--- config.mk ---
export PLATFORM = sky130hd
export DESIGN_NAME = spi_slave_framed
export DESIGN_NICKNAME = d
export VERILOG_FILES = /design/src/rtl/spi_slave_framed.sv
export SDC_FILE = /design/constraint.sdc
export NUM_CORES = 1
export LEC_CHECK = 0
export CORE_MARGIN = 2
export CORE_UTILIZATION = 55
export CTS_CLUSTER_SIZE = 10
export DETAILED_ROUTE_END_ITERATION = 10
export PLACE_DENSITY = 0.88
export SETUP_SLACK_MARGIN = 0.15
export SYNTH_ARGS = -nofsm -noshare
export SYNTH_HDL_FRONTEND = slang
export SYNTH_SLANG_ARGS = --single-unit
--- constraint.sdc ---
create_clock -name clk -period 2.8 [get_ports clk]
set_input_delay 0.56 -clock clk [delete_from_list [all_inputs] [get_ports clk]]
set_output_delay 0.56 -clock clk [all_outputs]
set_load 0.02 [all_outputs]
--- src/rtl/spi_slave_framed.sv ---
// Framed SPI slave: synchronised pins, configurable width/mode/bit order,
// one-deep transmit buffer with load handshake, underrun and abort reporting.
module spi_slave_framed #(
    parameter int DATA_WIDTH  = 16,
    parameter bit CPOL        = 1'b0,
    parameter bit CPHA        = 1'b0,
    parameter bit LSB_FIRST   = 1'b0,
    parameter int SYNC_STAGES = 2
) (
    input  logic                  clk,
    input  logic                  reset,
    input  logic                  sclk,
    input  logic                  cs_bar,
    input  logic                  mosi,
    output logic                  miso,
    output logic                  miso_oe,
    input  logic [DATA_WIDTH-1:0] tx_data,
    input  logic                  tx_load,
    output logic                  tx_ready,
    output logic [DATA_WIDTH-1:0] rx_data,
    output logic                  rx_valid,
    output logic                  tx_done,
    output logic                  tx_underrun,
    output logic                  frame_error
);

    localparam int CW = $clog2(DATA_WIDTH + 1);
    localparam logic [CW-1:0] LAST_BIT = CW'(DATA_WIDTH - 1);

    typedef enum logic {IDLE, SHIFT} state_t;

    state_t                  state, state_next;
    logic [SYNC_STAGES-1:0]  sclk_sync, cs_sync, mosi_sync;
    logic                    sclk_d, cs_d;
    logic [CW-1:0]           bit_cnt;
    logic [DATA_WIDTH-1:0]   rx_shift, tx_shift, tx_buf;
    logic                    tx_full, miso_q;
    logic                    word_start, word_done, abort;

    function automatic logic first_bit(input logic [DATA_WIDTH-1:0] w);
        return LSB_FIRST ? w[0] : w[DATA_WIDTH-1];
    endfunction

    function automatic logic [DATA_WIDTH-1:0] advance(input logic [DATA_WIDTH-1:0] w);
        return LSB_FIRST ? (w >> 1) : (w << 1);
    endfunction

    // Sync chains reset to the idle pin levels so release of reset creates no edge.
    always_ff @(posedge clk or posedge reset) begin
        if (reset) begin
            sclk_sync <= {SYNC_STAGES{CPOL}};
            cs_sync   <= '1;
            mosi_sync <= '0;
            sclk_d    <= CPOL;
            cs_d      <= 1'b1;
        end else begin
            // NOTE: non-blocking assignments keep every flop sampling its pre-edge input.
            sclk_sync <= {sclk_sync[SYNC_STAGES-2:0], sclk};
            cs_sync   <= {cs_sync[SYNC_STAGES-2:0], cs_bar};
            mosi_sync <= {mosi_sync[SYNC_STAGES-2:0], mosi};
            sclk_d    <= sclk_sync[SYNC_STAGES-1];
            cs_d      <= cs_sync[SYNC_STAGES-1];
        end
    end

    logic sclk_s, cs_s, mosi_s;
    logic lead_edge, trail_edge, sample_edge, drive_edge, cs_fall, cs_rise;
    logic [DATA_WIDTH-1:0] rx_next, tx_word;

    assign sclk_s     = sclk_sync[SYNC_STAGES-1];
    assign cs_s       = cs_sync[SYNC_STAGES-1];
    assign mosi_s     = mosi_sync[SYNC_STAGES-1];
    assign lead_edge  = (sclk_d == CPOL) && (sclk_s != CPOL);
    assign trail_edge = (sclk_d != CPOL) && (sclk_s == CPOL);
    assign cs_fall    = cs_d && !cs_s;
    assign cs_rise    = !cs_d && cs_s;
    assign sample_edge = CPHA ? trail_edge : lead_edge;
    // In mode CPHA=0 the first bit is already on miso, so the trailing edge right
    // after a word boundary must not advance the new word.
    assign drive_edge  = CPHA ? lead_edge : (trail_edge && (bit_cnt != '0));
    assign rx_next = LSB_FIRST ? {mosi_s, rx_shift[DATA_WIDTH-1:1]}
                               : {rx_shift[DATA_WIDTH-2:0], mosi_s};
    assign tx_word = tx_full ? tx_buf : '0;

    always_ff @(posedge clk or posedge reset) begin
        if (reset) state <= IDLE;
        else       state <= state_next;
    end

    always_comb begin
        // NOTE: every output of this block gets a default first, so no latch is inferred.
        state_next = state;
        word_start = 1'b0;
        word_done  = 1'b0;
        abort      = 1'b0;
        case (state)
            IDLE: begin
                if (cs_fall) begin
                    state_next = SHIFT;
                    word_start = 1'b1;
                end
            end
            SHIFT: begin
                if (cs_rise) begin
                    state_next = IDLE;
                    abort      = (bit_cnt != '0);
                end else if (sample_edge && bit_cnt == LAST_BIT) begin
                    word_done  = 1'b1;
                    word_start = 1'b1;
                end
            end
            default: state_next = IDLE;
        endcase
    end

    always_ff @(posedge clk or posedge reset) begin
        if (reset) begin
            bit_cnt     <= '0;
            rx_shift    <= '0;
            tx_shift    <= '0;
            tx_buf      <= '0;
            tx_full     <= 1'b0;
            miso_q      <= 1'b0;
            rx_data     <= '0;
            rx_valid    <= 1'b0;
            tx_done     <= 1'b0;
            tx_underrun <= 1'b0;
            frame_error <= 1'b0;
        end else begin
            rx_valid    <= word_done;
            tx_done     <= word_done;
            tx_underrun <= word_start && !tx_full;
            frame_error <= abort;
            if (word_done) rx_data <= rx_next;

            // A load coinciding with an empty-buffer word start fills the buffer for the next word.
            if (word_start && tx_full) begin
                tx_full <= 1'b0;
            end else if (tx_load && !tx_full) begin
                tx_buf  <= tx_data;
                tx_full <= 1'b1;
            end

            if (state == SHIFT && cs_rise) begin
                bit_cnt  <= '0;
                rx_shift <= '0;
                tx_shift <= '0;
                miso_q   <= 1'b0;
            end else if (word_start) begin
                bit_cnt <= '0;
                if (CPHA) begin
                    tx_shift <= tx_word;
                end else begin
                    miso_q   <= first_bit(tx_word);
                    tx_shift <= advance(tx_word);
                end
            end else if (state == SHIFT) begin
                if (sample_edge) begin
                    rx_shift <= rx_next;
                    bit_cnt  <= bit_cnt + 1'b1;
                end
                if (drive_edge) begin
                    miso_q   <= first_bit(tx_shift);
                    tx_shift <= advance(tx_shift);
                end
            end
        end
    end

    assign tx_ready = !tx_full;
    assign miso_oe  = (state == SHIFT);
    assign miso     = miso_q && (state == SHIFT);

endmodule

# Word-level counts from Yosys, hierarchy flattened
# Cells that the tools add are included.
# word_totals
elab_cells	76
regBits	82
# classes
bitwise	4
n_mux	28
addsub	1
n_reduce_logical	25
n_eq_ne	2
# op_table
cell	count
two-way mux 16 bit	5
two-way mux 15 bit	4
two-way mux 5 bit	4
two-way mux 1 bit	13
logical AND 1 bit	11
nonzero test 3 bit	3
AND reduction 2 bit	3
nonzero test 2 bit	3
adder 5 x 1 -> 5 bit, second input constant	1
== test 5 x 4 -> 1 bit, second input constant	1
nonzero test 5 bit	1
inverter 1 bit	4
case mux 1 bit (2 select lines)	2
logical NOT 1 bit	3
AND reduction 3 bit	1
!= test 2 x 1 -> 1 bit, second input constant	1

# Logic depth before layout (Yosys ltp)
# depth
ltp_word	9
ltp_mapped	8
ltp_nobuf	7

# Least setup slack after synthesis
# OpenSTA, ideal clock, no wires.
# synth_path
path_kind	flip-flop to flip-flop
startpoint	register bit_cnt[0]
endpoint	register bit_cnt[2]
setup_ns	0.124
slack_ns	0.893
synth_period_minus_slack_ns	1.907
path_stages_with_launch	9
path_buffers	1
t_arrival_ns	1.783
path_cell_list	dfrtp_1 -> ha_1 -> and3_1 -> ha_1 -> nand3b_1 -> o31ai_4 -> buf_8 -> nor4b_1 -> a211o_1
# synth_between
elab_chain_cells	7
elab_cells_between_ends	13
cone_classes	1 x add/sub; 1 x eq/ne; 7 x mux; 4 x reduce/logical
# synth_lines
element	line_no	rtl
from (decl)	35	logic [CW-1:0] bit_cnt;
from (signal assigned)	160	bit_cnt <= bit_cnt + 1'b1;
== test 5 x 4 -> 1 bit	107	end else if (sample_edge && bit_cnt == LAST_BIT) begin
logical AND 1 bit	107	
two-way mux 1 bit	107	
two-way mux 1 bit	104	if (cs_rise) begin
case mux 1 bit (2 select lines)	96	case (state)
nonzero test 3 bit (no source line) or two-way mux 5 bit (tied branches)	--	
AND reduction 2 bit (no source line) or two-way mux 5 bit (tied branches)	--	
# Several ways; a longest one is shown, not always the timed one. The select of a mux whose other input is x is not followed.
# A chain may end at the register's enable or synchronous reset.

# Worst setup path in the final report
# layout_path
startpoint	register bit_cnt[0]
endpoint	register tx_shift[3]
# layout_between
elab_chain_cells	7
elab_cells_between_ends	12
cone_classes	1 x eq/ne; 5 x mux; 6 x reduce/logical
# layout_lines
element	line_no	rtl
== test 5 x 4 -> 1 bit	107	
logical AND 1 bit	107	
two-way mux 1 bit	107	
two-way mux 1 bit	104	
case mux 1 bit (2 select lines)	96	
nonzero test 3 bit (no source line) or two-way mux 16 bit (tied branches)	--	
AND reduction 2 bit (no source line) or two-way mux 16 bit (tied branches)	--	
to (signal assigned)	152	tx_shift <= tx_word;
to (signal assigned)	155	tx_shift <= advance(tx_word);
to (signal assigned)	164	tx_shift <= advance(tx_shift);
to (decl)	36	logic [DATA_WIDTH-1:0] rx_shift, tx_shift, tx_buf;
# Several ways; a longest one is shown, not always the timed one.

==> flow_metrics.tcl <==
set metrics [dict create \
    status "completed" \
    timing.slew.headroom 0.618 \
    synth_area_leaders "dfrtp_1 (56%), mux2_2 (7.8%), mux2i_1 (4.3%), mux2_4 (3.9%), nand2_1 (3.8%)" \
    p_sw_mw 0.948 \
    port_buffers 44 \
    firstDrtPassIters 4 \
    finalHoldViolations 0 \
    initialDrtViolationCount 159 \
    crit_required_ps 3010 \
    die_h_um 83.5 \
    routabilityCongestion 0.857 \
    final_cell_mix "dfrtp_1 (78), clkdlybuf4s50_1 (44), nand2_1 (35)" \
    core_um2 6030 \
    cts-hold-fix-buffers 0 \
    root_buffer "clkbuf_8" \
    synthDistinctLibCells 37 \
    syn_area_per_cell_um2 12.7 \
    initial_utilization 0.576 \
    antenna_found_initial 0 \
    ys_ff_latch 81 \
    switching_share 0.291 \
    netlist_instances 273 \
    drv_cap 0 \
    finClkSkew_ps 13.0 \
    internal-power_mw 2.31 \
    drtAntennaViolNets 0 \
    crit_type "reg2reg" \
    yosysWarnings 0 \
    clock_latency_ps 360 \
    clock_path_buffers 2 \
    cp-end-kind "flip-flop" \
    routed_wl_um 6140 \
    cts_tree "yes" \
    holdPathEnd "sclk_sync[1]" \
    area_growth_pct 20.2 \
    worstPathCellList "ha_1, and3_1, ha_1, nand3b_1, o31ai_4, buf_4, mux2i_1, o2bb2ai_1" \
    core.rowCount 28 \
    post-route-period-util 0.876 \
    max_stage_delay_ps 530 \
    synth_edf_count 0 \
    critPathMaxFanout 10 \
    seqPwrFrac 0.493 \
    crit_top_cell "ha_1" \
    drc 0 \
    clock_power_share 0.273 \
    design_area_um2 4180 \
    fp.dieW_um 83.5 \
    setup_viol 0 \
    grt_pass1_vias 2233 \
    pwr-share-comb 0.234 \
    reg2reg_slack_ps 350 \
    ys.flop_type "dfrtp_1" \
    vias 2209 \
    netlist_area_um2 3470 \
    grt_util_all_layers 0.191 \
    post_cts_buffers 0 \
    num-nets-final 345 \
    wire_per_inst_um 15.4 \
    hold_path_depth 0 \
    path_delay_family "compound AO/OA/AOI/OAI gates" \
    synth_top_cell_area_share 0.562 \
    final_common_cell "dfrtp_1" \
    clk_pin_slew_ps 80 \
    tightest_slew_ps 572 \
    worst-path-buf-inv 1 \
    hold_class "reg2reg" \
    critical_path.slowest_cell "o31ai_4" \
    period_minus_slack_ps 2450 \
    fillers 429 \
    grt_max_degree 82 \
    synthesis.nets 298 \
    start_kind "flip-flop" \
    clkSinkCount 81 \
    grt_pass1_wl_um 10600 \
    timing.rr.end "tx_shift[3]" \
    gr-total-overflow 0 \
    leakage_nw 1.84 \
    reg2reg_depth 8 \
    hp-start "sclk_sync[0]" \
    diodes 0 \
    fmax_mhz 408 \
    r2r-start "bit_cnt[0]" \
    ioPinCount 45 \
    yosysSeqAreaShare 0.585 \
    rsz0062_at_grt "no" \
    cts_buffers 9 \
    vias_per_cell 5.52 \
    drv_slew 0 \
    synth_async_sr_flop_share 1.00 \
    cts_resized 0 \
    dpl-instance-area_um2 3960 \
    powerDensity_nw_per_um2 780 \
    max-vdd-ir-drop_uv 503 \
    hpwl_um 4020 \
    htreeDepth 3 \
    tns_ps 0 \
    arrival_ps 2670 \
    yosys.area.top_type "dfrtp_1" \
    dieArea_um2 6970 \
    drive_gt1_frac 0.197 \
]
[final cells by class]
class	count	area [um^2]	area share
Sequential cell	81	2030	0.486
Multi-Input combinational cell	169	1300	0.312
Timing Repair Buffer	51	505	0.121
Clock buffer	11	151	0.0363
Tap cell	75	93.8	0.0225
Clock inverter	5	61.3	0.0147
Inverter	8	31.3	0.00749
[state kept, by name, summed over array words and instances (netlist names), 2 cells and up]
name       count
rx_shift      15
mosi_sync      2
tx_buf        16
sclk_sync      2
tx_shift      15
bit_cnt        5
rx_data       16
cs_sync        2
[cell families after synthesis]
group	after synthesis	share of synthesized area
flops	81	0.585
simple gates	76	0.114
mux	48	0.160
compound gates	42	0.0901
buf+inv	23	0.0407
fa+ha+maj	3	0.0108
[layer usage]
layer	global-route usage	share of wire	vias to the layer above	wire length (um)
met2	0.290	0.48	49	2950
li1	-	-	1042	-
met1	0.263	0.46	1102	2810
met5	0	0	-	0
met4	0.106	0.022	0	136
met3	0.0326	0.040	16	246
[worst max-delay path by stage]
stage | from | endpoint | depth (start not counted) | slack (ps)
3_5_place_dp | bit_cnt[0] | tx_shift[5] | 8 | 430
5_1_grt | bit_cnt[1] | tx_shift[12] | 8 | 170
6_report | bit_cnt[0] | tx_shift[3] | 8 | 350
4_1_cts | bit_cnt[0] | tx_shift[3] | 8 | 370
2_1_floorplan | reset | bit_cnt[0] | 1 | 160
3_3_place_gp | bit_cnt[0] | tx_shift[6] | 8 | 530
[power groups by stage]
stage	logic [mW]	registers, mW	clock network (mW)
after global routing	0.849	1.64	0.948
after global placement	0.739	1.61	0
after detailed placement	0.764	1.63	0
after CTS	0.769	1.61	0.902
after floorplan	0.560	1.59	0
final	0.761	1.61	0.890
[synthesized netlist by cell type, types with 3 or more instances]
cell	n
o21ai_0	18
dfrtp_1	78
dfstp_2	3
clkbuf_1	6
ha_1	3
nand3_1	4
mux2i_1	15
buf_6	5
nor2_1	3
o2bb2ai_1	14
inv_1	8
mux2_4	9
and2_1	15
nand2_1	35
mux2_2	24
[per-stage QoR]
stage	utilization	hold WS, ps	power [mW]	worst slack [ps]	instances
final	0.693	354	3.26	346	400
after global routing	0.693	367	3.44	167	400
after CTS	0.693	355	3.28	366	400
after detailed placement	0.658	336	2.39	429	384
after global placement	0.658	335	2.35	533	384
after floorplan	-	331	2.15	165	273
Power figures use the tool's default switching activity.
==> RTL edit 1, RTL diff (same flow settings) <==
Put one more register stage on the output `tx_underrun`, cleared by the reset. The value now appears one clock later. The other outputs are not delayed to match.
--- a/src/rtl/spi_slave_framed.sv
+++ b/src/rtl/spi_slave_framed.sv
@@ -30,2 +30,4 @@
     typedef enum logic {IDLE, SHIFT} state_t;
+
+    logic tx_underrun_s0;
 
@@ -126,3 +128,3 @@
             tx_done     <= 1'b0;
-            tx_underrun <= 1'b0;
+            tx_underrun_s0 <= 1'b0;
             frame_error <= 1'b0;
@@ -131,3 +133,3 @@
             tx_done     <= word_done;
-            tx_underrun <= word_start && !tx_full;
+            tx_underrun_s0 <= word_start && !tx_full;
             frame_error <= abort;
@@ -173,2 +175,10 @@
 
+    always_ff @(posedge clk or posedge reset) begin
+        if (reset) begin
+            tx_underrun <= '0;
+        end else begin
+            tx_underrun <= tx_underrun_s0;
+        end
+    end
+
 endmodule
Formal check against the unedited RTL: not equivalent (a bounded check fails within 4 cycles, from zero or initial values and one cycle with reset high).
==> RTL edit 1 against the original RTL <==
  * Synthesized area rose by 0.72%
  * Routed wire length rose by 1.3%
  * Synthesized cell count rose by 0.37%
  * Final cell count rose by 0.75%
  * Sequential cell count rose by 1
  * Count of clock-buffer cells in the layout did not move
  * Critical path type unchanged
  * Sequential share of layout area barely moved
  * Utilization fell by 1.5 points
  * Largest power group unchanged
  * Fmax rose by 8.3%
  * Final area rose by 1.3%
  * Clock skew fell by 0.0032 ns
  * Worst setup slack improved by 0.19 ns
  * Total power rose by 3.2%
==> RTL edit 1: results (changes against the original RTL) <==
Status
  • Outcome: complete, no violations

Setup path
  • Start of the worst register-to-register path: bit_cnt[0]$_DFFE_PP0P_
  • Crit path max fanout: 21 (+11)
  • Arrival @ worst endpoint: 2.49 ns (-0.18 ns)
  • Reg2reg end: miso_q$_DFFE_PP0P_
  • Crit-path leading delay family: adder cells
  • Slowest stage cell, crit path: dfrtp_1
  • R2r setup slk: 0.53 ns (+0.19 ns)
  • Max incr delay on CP: 0.41 ns (-0.12 ns)
  • Cells on worst reg2reg path: 8 (unchanged)

Placed design
  • # placed instances: 387 (+0.78%)
  • GPL Wtd Cong: 0.916 (+6.8%)
  • HPWL after DPL: 4080 um (+1.4%)
  • Pre-CTS setup slack: 0.578 ns (+0.149 ns)

GRT
  • Vias in the first global route: 2259 (+1.2%)
  • Largest net degree at the start of global routing: 83 (+1.2%)
  • GRT Util Overall: 0.192 (+0.000823)
  • Antenna violations before repair: 0 (unchanged)
  • Wire length of the first global-routing pass: 10700 um (+0.85%)

Route
  • DR iter-0 viols: 105 (-34%)
  • Pre-antenna DRT Iters: 4 (unchanged)
  • Number of routed nets with antenna violations: 0 (unchanged)
  • Via density: 5.53 (+0.15%)
  • WL/cell: 15.4 um (+0.55%)
  • Final WL: 6220 um (+1.3%)

Min path
  • Hold path cells: 0 (unchanged)
  • Kind of path behind the tightest hold check: reg2reg

Clock tree
  • Clock-pin slew on the worst setup and hold paths: 0.08 ns (about the same)
  • Clock Tree Buf Depth: 2 (unchanged)
  • Clock H-tree levels: 3 (unchanged)
  • CTS Buf Count: 9 (unchanged)
  • Post-CTS setup buffers: 0 (unchanged)
  • Worst-Skew Late Latency: 0.35 ns

Final layout
  • Registers with the most flip-flops: rx_data x16, tx_buf x16
  • Layout Nets: 346 (+0.29%)
  • Share of layout cells above drive strength 1: 0.196 (-0.000604)
  • # diodes: 0 (unchanged)

Synth
  • Yosys warns: 0 (unchanged)
  • Synth cell types: 37 (unchanged)
  • Top post-synthesis cells by count: 79 x dfrtp_1, 35 x nand2_1, 24 x mux2_2
  • Syn Nets: 299 (+0.34%)
  • Largest cells by area after synthesis: dfrtp_1 57%, mux2_2 7.7%, mux2i_1 4.3%
  • Gate Count Post-Synth: 274 (+0.37%)
  • Sequential cell area fraction in the yosys report: 0.588 (+0.00297)

STA
  • Clk_skew: 0.00980 ns (-0.00321 ns)
  • WHS: 0.349 ns (-0.00501 ns)
  • Slew headroom: 0.644 (+0.0252)

Power
  • Max IR drop VDD: 0.000463 V (-7.9%)
  • Leakage Power: 1.87 nW (+1.7%)
RTL edit 1: cells by family after synthesis:
group,share of synthesized area
mux,0.159
compound gates,0.0894
flops,0.588
simple gates,0.113
fa+ha+maj,0.0107
buf+inv,0.0404
RTL edit 1: report_power, final:
| part | total (mW) | leakage (nW) | internal, mW | switching [mW] |
|---|---|---|---|---|
| Combinational | 0.762 | 0.688 | 0.412 | 0.349 |
| Sequential | 1.62 | 1.06 | 1.45 | 0.169 |
| Clock | 0.978 | 0.120 | 0.556 | 0.422 |
RTL edit 1: worst max path at each step:
stage / start / end / slack (ns)
final: bit_cnt[0]$_DFFE_PP0P_ / miso_q$_DFFE_PP0P_ / 0.53
after global routing: bit_cnt[0]$_DFFE_PP0P_ / miso_q$_DFFE_PP0P_ / 0.42
after CTS: bit_cnt[0]$_DFFE_PP0P_ / miso_q$_DFFE_PP0P_ / 0.54
after detailed placement: bit_cnt[0]$_DFFE_PP0P_ / miso_q$_DFFE_PP0P_ / 0.58
after global placement: bit_cnt[0]$_DFFE_PP0P_ / miso_q$_DFFE_PP0P_ / 0.69
after floorplan: bit_cnt[0]$_DFFE_PP0P_ / bit_cnt[2]$_DFFE_PP0P_ / 0.89
RTL edit 1: layer usage:
metal	share of wire	track usage	wire length (um)
met1	0.43	0.250	2670
met4	0.0095	0.0543	59
met5	0	0	0
met3	0.047	0.0485	293
met2	0.51	0.320	3200
RTL edit 1: area by class of cell:
type / instances / area (um2)
Tap cell: 77 / 96.3
Timing Repair Buffer: 51 / 505
Fill cell: 452 / 2010
Sequential cell: 82 / 2060
Clock inverter: 5 / 86.3
Clock buffer: 11 / 151
Inverter: 8 / 33.8
Multi-Input combinational cell: 169 / 1300
RTL edit 1: metrics by stage:
step | utilization | instance area, um2 | total power, mW
5_1_grt | 0.678 | 4230 | 3.57
4_1_cts | 0.678 | 4230 | 3.40
6_report | 0.678 | 4230 | 3.36
3_5_place_dp | 0.640 | 3990 | 2.41
2_1_floorplan | - | 3500 | 2.17
3_3_place_gp | 0.640 | 3990 | 2.36
==> RTL edit 2, RTL diff (same settings) <==
Made on the original files. The parameter `SYNC_STAGES` goes from 2 to 4.
--- a/src/rtl/spi_slave_framed.sv
+++ b/src/rtl/spi_slave_framed.sv
@@ -7,3 +7,3 @@
     parameter bit LSB_FIRST   = 1'b0,
-    parameter int SYNC_STAGES = 2
+    parameter int SYNC_STAGES = 4
 ) (
Function: changed (a bounded check fails within 4 cycles, from zero or initial values and one cycle with reset high).
==> RTL edit 2 against the original RTL <==
  * Routed wire length fell by 7.6%
  * Total power fell by 9.0%
  * Sequential cell count rose by 6
  * Count of clock-buffer cells in the layout did not move
  * Synthesized area fell by 3.3%
  * Final area fell by 1.8%
  * Global-route usage rose by 0.53 points
  * Die area fell by 3.1%
  * Clock power fell by 3.1%
  * Worst setup slack improved by 0.17 ns
  * Combinational power fell by 36%
==> RTL edit 2: results (changes against the original RTL) <==
Status
  • Outcome: complete, no violations

STA
  • Clk_skew: 0.00820 ns (-0.00481 ns)
  • Fin crit period: 2.28 ns (-0.172 ns)
  • Endpoints failing setup: 0 (unchanged)
  • Pins over their slew limit: 0 (unchanged)
  • Worst slew pin tran: 1.23 ns (+0.656 ns)

GRT
  • Vias in the first global route: 1998 (-11%)
  • Wire length of the first global-routing pass: 9650 um (-8.7%)
  • Largest net degree at the start of global routing: 43 (-48%)
  • GRT Util Overall: 0.196 (+0.00528)

Final layout
  • Fillers: 396 (-7.7%)
  • Registers with the most flip-flops: rx_data x16, tx_buf x16
  • # diodes: 0 (unchanged)
  • Share of layout cells above drive strength 1: 0.243 (+0.0459)
  • Layout Nets: 300 (-13%)
  • Non-Filler Instances: 355 (-11%)

Route
  • Via density: 5.71 (+3.4%)
  • Final WL: 5680 um (-7.6%)
  • DR iter-0 viols: 207 (+30%)

Synth
  • Yosys warns: 0 (unchanged)
  • Sequential cell area fraction in the yosys report: 0.650 (+0.0655)
  • Largest cells by area after synthesis: dfrtp_1 61%, mux2_2 8.4%, a22o_1 4.7%
  • Post-synth ARST share: 1.00 (unchanged)
  • Top post-synthesis cells by count: 82 x dfrtp_1, 25 x mux2_2, 18 x a22o_1
  • Gate Count Post-Synth: 224 (-18%)
  • Syn Nets: 249 (-16%)

Min path
  • Kind of path behind the tightest hold check: reg2reg

Placed design
  • Pre-CTS setup slack: 0.563 ns (+0.134 ns)
  • GPL Wtd Cong: 0.779 (-9.1%)
  • DP Area: 3900 um2 (-1.5%)
  • HPWL after DPL: 3840 um (-4.6%)
  • # placed instances: 339 (-12%)

Setup path
  • Arrival @ worst endpoint: 2.56 ns (-0.11 ns)
  • Max incr delay on CP: 0.58 ns (+0.05 ns)
  • Slowest stage cell, crit path: a21boi_2
  • Crit path max fanout: 16 (+6)

Clock tree
  • Clock Tree Buf Depth: 2 (unchanged)
  • Resize count post-CTS: 0 (unchanged)
  • Clock H-tree levels: 3 (unchanged)
  • Post-CTS setup buffers: 0 (unchanged)

Power
  • Max IR drop VDD: 0.000573 V (+14%)
  • Leakage Power: 1.96 nW (+6.4%)
## RTL edit 2: layout make-up
class / instances / area, um2 / share of cell area
Sequential cell: 87 / 2180 / 0.533
Multi-Input combinational cell: 115 / 1070 / 0.261
Timing Repair Buffer: 52 / 513 / 0.125
Clock buffer: 11 / 141 / 0.0345
Tap cell: 75 / 93.8 / 0.0229
Clock inverter: 5 / 56.3 / 0.0137
Inverter: 10 / 41.3 / 0.0101
## RTL edit 2: kinds of logic after synthesis
kind of cell             Yosys count  synth area share
AO/OA/AOI/OAI                     42             0.113
XOR/XNOR                           1           0.00261
multiplexers                      34             0.123
buffers and inverters             22            0.0313
adder cells (fa/ha/maj)            3            0.0112
flip-flops                        87             0.650
AND/OR/NAND/NOR                   35            0.0689
## RTL edit 2: worst paths after layout
check,start,endpoint,slack [ns],cells after the start
worst max-delay path,bit_cnt[0]$_DFFE_PP0P_,tx_shift[7]$_DFFE_PP0P_,0.52,7
worst min-delay path,sclk_sync[1]$_DFF_PP0_,sclk_sync[2]$_DFF_PP0_,0.35,0
worst max register to register,bit_cnt[0]$_DFFE_PP0P_,tx_shift[7]$_DFFE_PP0P_,0.52,7
worst min register to register,sclk_sync[1]$_DFF_PP0_,sclk_sync[2]$_DFF_PP0_,0.35,0
max in group asynchronous,reset,tx_buf[14]$_DFFE_PP0P_,1.54,3
min in group asynchronous,reset,sclk_sync[1]$_DFF_PP0_,0.63,2
## RTL edit 2: layer usage
| metal | up-vias | global-route usage | share of wire |
|---|---|---|---|
| li1 | 927 | - | - |
| met1 | 1042 | 0.279 | 0.45 |
| met2 | 51 | 0.284 | 0.48 |
| met3 | 8 | 0.0620 | 0.046 |
| met4 | 0 | 0.0767 | 0.019 |
| met5 | - | 0 | 0 |
## RTL edit 2: worst register-to-register path, stage by stage, from the launching register on
cell and delay, ns:
dfrtp_1 0.42, ha_1 0.24, and3_1 0.20, ha_1 0.20, nand3b_1 0.14, o311ai_1 0.15, a21boi_2 0.58, a221o_1 0.28
## RTL edit 2: power by group
group	internal [mW]	switching [mW]	total (mW)
sequential	1.48	0.131	1.61
clock	0.437	0.425	0.862
combinational	0.283	0.206	0.489
